### src/rtl/timer_ctrl.sv
// Start/stop/pause timer controller driving a four-digit BCD up/down counter chain.
// Optional blinking alarm in DONE is enabled by defining TIMER_CTRL_ALARM_EN.
module timer_ctrl #(
  parameter int unsigned PRESC_DIV = 50000000
) (
  input  logic       clk,
  input  logic       rst_n,
  input  logic       start_stop,
  input  logic       clear,
  input  logic       mode,
  input  logic       digits_zero,
  input  logic       digits_max,
  output logic       cnt_en,
  output logic       dir_up,
  output logic       dir_down,
  output logic       load,
  output logic [1:0] state,
  output logic       done,
  output logic       alarm
);

  typedef enum logic [1:0] {
    IDLE  = 2'b00,
    RUN   = 2'b01,
    PAUSE = 2'b10,
    DONE  = 2'b11
  } state_t;

  localparam int unsigned PW = (PRESC_DIV > 1) ? $clog2(PRESC_DIV) : 1;
  localparam logic [PW-1:0] PRESC_LAST = PW'(PRESC_DIV - 1);

  state_t        state_q, state_d;
  logic [PW-1:0] presc_q, presc_d;
  logic          presc_wrap;
  logic          terminal;
  logic          start_term;
  logic          cnt_en_d;
  logic          dir_up_q, dir_up_d;

  assign presc_wrap = (presc_q == PRESC_LAST);
  // Terminal uses the latched direction in RUN, the live mode when starting from IDLE.
  assign terminal   = dir_up_q ? digits_max : digits_zero;
  assign start_term = mode ? digits_max : digits_zero;

  always_comb begin
    state_d  = state_q;
    presc_d  = presc_q;
    cnt_en_d = 1'b0;
    dir_up_d = dir_up_q;

    unique case (state_q)
      IDLE: begin
        dir_up_d = mode;
        presc_d  = '0;
        if (start_stop) begin
          state_d = start_term ? DONE : RUN;
        end
      end

      RUN: begin
        if (terminal) begin
          state_d = DONE;
          presc_d = '0;
        end else if (start_stop) begin
          // Pause edge still counts, but a wrap here is deferred so no tick is lost.
          state_d = PAUSE;
          if (!presc_wrap) begin
            presc_d = presc_q + 1'b1;
          end
        end else begin
          presc_d  = presc_wrap ? '0 : presc_q + 1'b1;
          cnt_en_d = presc_wrap;
        end
      end

      PAUSE: begin
        if (start_stop) begin
          state_d = RUN;
        end
      end

      DONE: begin
`ifdef TIMER_CTRL_ALARM_EN
        presc_d = presc_wrap ? '0 : presc_q + 1'b1;
`endif
        if (start_stop) begin
          state_d = IDLE;
        end
      end

      default: state_d = IDLE;
    endcase

    if (clear) begin
      state_d  = IDLE;
      presc_d  = '0;
      cnt_en_d = 1'b0;
    end
  end

  always_ff @(posedge clk or negedge rst_n) begin
    if (!rst_n) begin
      state_q  <= IDLE;
      presc_q  <= '0;
      cnt_en   <= 1'b0;
      load     <= 1'b1;
      dir_up_q <= 1'b1;
      dir_down <= 1'b0;
      done     <= 1'b0;
    end else begin
      state_q  <= state_d;
      presc_q  <= presc_d;
      cnt_en   <= cnt_en_d;
      load     <= (state_d == IDLE);
      dir_up_q <= dir_up_d;
      dir_down <= ~dir_up_d;
      done     <= (state_d == DONE);
    end
  end

  assign state  = state_q;
  assign dir_up = dir_up_q;

`ifdef TIMER_CTRL_ALARM_EN
  logic alarm_d;

  always_comb begin
    alarm_d = alarm;
    if (state_d != DONE) begin
      alarm_d = 1'b0;
    end else if (state_q != DONE) begin
      alarm_d = 1'b1;
    end else if (presc_wrap) begin
      alarm_d = ~alarm;
    end
  end

  always_ff @(posedge clk or negedge rst_n) begin
    if (!rst_n) begin
      alarm <= 1'b0;
    end else begin
      alarm <= alarm_d;
    end
  end
`else
  assign alarm = 1'b0;
`endif

endmodule
### config.mk
export PLATFORM = sky130hd
export DESIGN_NAME = timer_ctrl
export DESIGN_NICKNAME = d
export VERILOG_FILES = /design/src/rtl/timer_ctrl.sv
export SDC_FILE = /design/constraint.sdc
export NUM_CORES = 1
export LEC_CHECK = 0
export CAP_MARGIN = 25
export CELL_PAD_IN_SITES_DETAIL_PLACEMENT = 1
export CELL_PAD_IN_SITES_GLOBAL_PLACEMENT = 2
export CORE_MARGIN = 1
export CORE_UTILIZATION = 35
export CTS_CLUSTER_DIAMETER = 200
export DETAILED_ROUTE_END_ITERATION = 6
export GPL_TIMING_DRIVEN = 0
export PLACE_DENSITY_LB_ADDON = 0.1
export SYNTH_ARGS = -nofsm -noshare
export SYNTH_HDL_FRONTEND = slang
export SYNTH_SLANG_ARGS = --single-unit
### constraint.sdc
create_clock -name clk -period 3 [get_ports clk]
set_clock_uncertainty 0.1 [all_clocks]
set_input_delay 0.6 -clock clk [delete_from_list [all_inputs] [get_ports clk]]
set_output_delay 0.6 -clock clk [all_outputs]
set_load 0.02 [all_outputs]
-- Yosys cells after proc, flatten, opt, wreduce, memory -nomap -nowiden
Index checks and enable logic that the tools add are counted.
- register bits: 33
- output and inout port bits: 8
- logic and storage cells: 40
- $add $sub $neg: 1
- eq/ne operators: 6
- muxes and demuxes: 21
- bitwise operators: 1
- reductions and logical operators: 4
- operator list (kind ; number):
    26-bit two-way mux ; 5
    26-bit case mux with 2 select lines ; 1
    26-bit by 1-bit adder with 26-bit output (second input constant) ; 1
    26-bit == test (second input constant) ; 1
    2-bit two-way mux ; 7
    2-bit case mux with 4 select lines ; 1
    1-bit two-way mux ; 7
    2-bit == test (second input constant) ; 3
    5-bit inequality test (second input constant) ; 1
    2-bit logical NOT ; 2
    3-bit nonzero test ; 1
    2-bit by 1-bit == test with 1-bit output (second input constant) ; 1
    2-bit AND reduction ; 1
    1-bit inverter ; 1

-- Depth between registers and ports, before layout
- depth after elaboration: 6
- gate-level depth with buffers: 8
- mapped depth without buffers: 6

-- Least setup slack after synthesis
No wires, ideal clock.
- path type: register to register
- start point: reg presc_q[16]
- end point: reg presc_q[18]
- arrival time: 1.970 ns
- data required time: 2.818 ns
- slack: 0.848 ns
- stages on the path, launching flop included: 6
- path buffers: 0
- period minus slack after synthesis: 2.152 ns
- cell sequence: dfrtp_1 > or4b_1 > or4_4 > nor3_4 > o21bai_4 > a31oi_1
- word-level cells in the longest chain between the ends: 6
- elaborated cells on any way between the ends: 10
- those cells by class: add/sub (1); eq/ne (2); mux (6); reduce/logical (1)
- RTL lines (what ; RTL line ; source):
    from (decl) ; 33 ; logic [PW-1:0] presc_q, presc_d;
    from (signal assigned) ; 112 ; presc_q <= presc_d;
    26-bit by 1-bit adder with 26-bit output or 26-bit == test (tied branches) ; 68, 71, 40 ;
    26-bit two-way mux (on tied branches) ; 71, 67 ;
    26-bit two-way mux ; 64 ; end else if (start_stop) begin
    26-bit two-way mux ; 61 ; if (terminal) begin
    26-bit case mux with 2 select lines ; 51 ; unique case (state_q)
    26-bit two-way mux ; 94 ; if (clear) begin
Parallel ways exist; a longest one is shown, timed or not. The select of a mux whose other input is x is not followed.
A chain may end at the register's enable or synchronous reset.

-- Worst setup path in the final report
- start point: in digits_max
- end point: reg presc_q[2]
- word-level cells in the longest chain between the ends: 4
- elaborated cells on any way between the ends: 6
- those cells by class: eq/ne (1); mux (4); reduce/logical (1)
- RTL lines (what ; RTL line ; source):
    from (decl) ; 12 ; input logic digits_max,
    1-bit two-way mux (*) ; 42 ; assign terminal = dir_up_q ? digits_max : digits_zero;
    26-bit two-way mux ; 61 ;
    26-bit case mux with 2 select lines ; 51 ;
    26-bit two-way mux ; 94 ;
Every way passes the cells marked *; elsewhere a longest branch is shown, timed or not.

==> flow_summary.ini <==
[placement]
dp_hpwl_mm = 3.90
finalWeightedCongestion = 0.825
dpl.cell_count = 289
pre_cts_ws_ns = 0.269
port_buffers = 12
post_dp_cell_area_sq_um = 2130

[worst_setup_path]
arrival_ns = 2.57
slowest_stage = clkdlybuf4s50_1
critPathMaxStageDelay_ns = 0.43
critPathKind = in2reg
startpoint_type = primary input
worstPathMaxFanout = 7
r2r_slack_ns = 0.54
reg2reg_to = presc_q[17]
cp_cell_sequence = clkdlybuf4s50_1 > mux2i_1 > nand3_1 > nor3_4 > o21bai_4 > a31oi_1
r2r-start = presc_q[17]
setup.worst_path.end_class = register
required_ns = 3.10
ff2ff_path_depth = 8

[die]
dieArea_sq_um = 5800
io-pin-count = 15
die_y_um = 76.2
core_sq_um = 5200
num_rows = 26
die_w_um = 76.2
start_util_pct = 37.0

[timing]
finalWorstSetupSlack_ns = 0.531
fmax_mhz = 405
tightest_slew_ns = 0.770
rsz0062_at_grt = no
slew_viol_final = 0
fin_tns_setup_ns = 0
holdWs_ns = 0.284
relSlewSlack_pct = 48.6
fin_crit_sh_pct = 82.3
min_period_ns = 2.47
finalHoldViolations = 0
finalSetupViolations = 0

[route]
wl_per_cell_um = 17.8
antenna_left = 0
drt_iter0_markers = 77
drt-total-wl_mm = 5.28
routed_via_density = 5.74
drc = 0
first_pass_iters = 4
vias = 1706

[final_layout]
fillCellCount = 624
fin_area_sq_um = 2210
seqCellArea_sq_um = 828
layout_common_cells = 31 x dfrtp_1, 16 x nor2_1, 14 x nand2_1, 14 x nand4_1
fin_cells = 297
drive_above_1_share_pct = 11.9
utilization_pct = 42.5
multi_input_area_sq_um = 1030
nNetsFinal = 234
antenna_cells = 0
areaGrowthSynthToFinish_pct = 14.8
final_common_cell = dfrtp_1

[clock_tree]
post_cts.repair.setup_buffers = 0
h-tree-depth = 2
cts_root_buf = clkbuf_8
clk_latency_ns = 0.29
cts.sinks = 33
hold_buffers = 0
cts_max_path_buffers = 2
numCtsBuffers = 5
cts_resized = 0
cts_tree = yes
cts.clk_slew.worst_paths_ns = 0.07

[synthesis]
synth_nets = 215
yosysWarningCount = 0
yosysSeqAreaShare_pct = 43.0
syn_inst = 207
postSynthAreaPerCell_sq_um = 9.30
synth_area_sq_um = 1920
yosysTopAreaCellShare_pct = 40.3
yosys-top-cells-area = dfrtp_1 40%, nand4_1 4.6%, a21oi_1 3.4%
synth_ff_type = dfrtp_1
ys_seq_elements = 33
synth_area_leader_cell = dfrtp_1
async_reset_ff_share_pct = 100
synth_cell_types = 48
synth_edf_count = 0

[pwr]
p_int_mw = 0.671
pwr-share-comb_pct = 14.0
seq_power_share_pct = 50.6
power.total_mw = 0.929
vdd_drop_max_v = 0.000214
switching_share_pct = 27.8
power_density_nw_per_um2 = 421
pwr-share-clk_pct = 35.3
leakagePower_nw = 0.821
p_switching_mw = 0.258

[global_route]
grt_pass1_vias = 1801
antenna_found_initial = 0
grtUsageTotal_pct = 20.0
grt_pass1_wl_mm = 9.05
grt_max_degree = 34
overflow = 0

[status]
status = finished clean

[run]
maxCapViolations = 0

[worst_hold_path]
hp-class = in2async
logic make-up (layout without fill, tap and decap cells):
group / Yosys count / after routing / synth area share [%]
AOI/OAI and AO/OA: 48 / 48 / 17.0
xor gates and xnor gates: 10 / 10 / 4.55
adders and majority gates: 1 / 1 / 0.650
buffers and inverters: 14 / 34 / 3.64
DFF: 33 / 33 / 43.0
muxes: 4 / 4 / 2.15
other: 1 / 1 / 0.195
and+or+nand+nor: 96 / 96 / 28.7
cell usage after synthesis, drive strengths merged, types with 4 or more instances:
cell type,count
nor2,16
a31oi,7
and4,4
nand3,13
o31ai,5
nor3,5
nand2,14
dfrtp,31
buf,6
o21ai,8
and3,4
nand4,14
xnor2,7
inv,5
a21oi,13
or3,6
area by class of cell:
class,count,share of cell area (%)
flip-flops and latches,33,37.5
inverters,5,0.849
well taps,70,3.96
clock inverters,2,0.453
clock buffers,6,3.28
repair buffers,12,5.21
multi-input cells,160,46.4
plain buffers,9,2.32
sequential cells by signal (all words and copies together) (netlist names):
signal    count
done          1
cnt_en        1
presc_q      26
dir_up        1
load          1
state         2
dir_down      1
power groups by stage:
| stage | combinational [mW] | clock [mW] | sequential, mW |
|---|---|---|---|
| 6_report | 0.130 | 0.328 | 0.471 |
| 5_1_grt | 0.142 | 0.361 | 0.472 |
| 4_1_cts | 0.133 | 0.339 | 0.470 |
| 3_5_place_dp | 0.132 | 0 | 0.478 |
| 3_3_place_gp | 0.130 | 0 | 0.477 |
| 2_1_floorplan | 0.0588 | 0 | 0.491 |
metal layers:
layer	track usage, %	part of all wire, %
met3	3.59	2.0
met2	34.0	50
met4	7.12	1.7
met1	25.5	46
met5	0	0
how the worst max path moves through the flow:
stage,cells after the start,slack [ns],to,from
floorplan,5,0.85,presc_q[18],presc_q[16]
global placement,6,0.31,presc_q[8],digits_max
detailed placement,6,0.27,presc_q[2],digits_max
CTS,8,0.53,presc_q[17],presc_q[17]
global route,5,0.36,presc_q[23],presc_q[2]
finish,6,0.53,presc_q[2],digits_max
critical path, delay by kind of cell:
| family | cells | cell delay, ns |
|---|---|---|
| AND/OR/NAND/NOR | 2 | 0.80 |
| buffers and inverters | 1 | 0.43 |
| AO/OA/AOI/OAI | 2 | 0.34 |
| multiplexers | 1 | 0.39 |
Power figures use the tool's default switching activity.
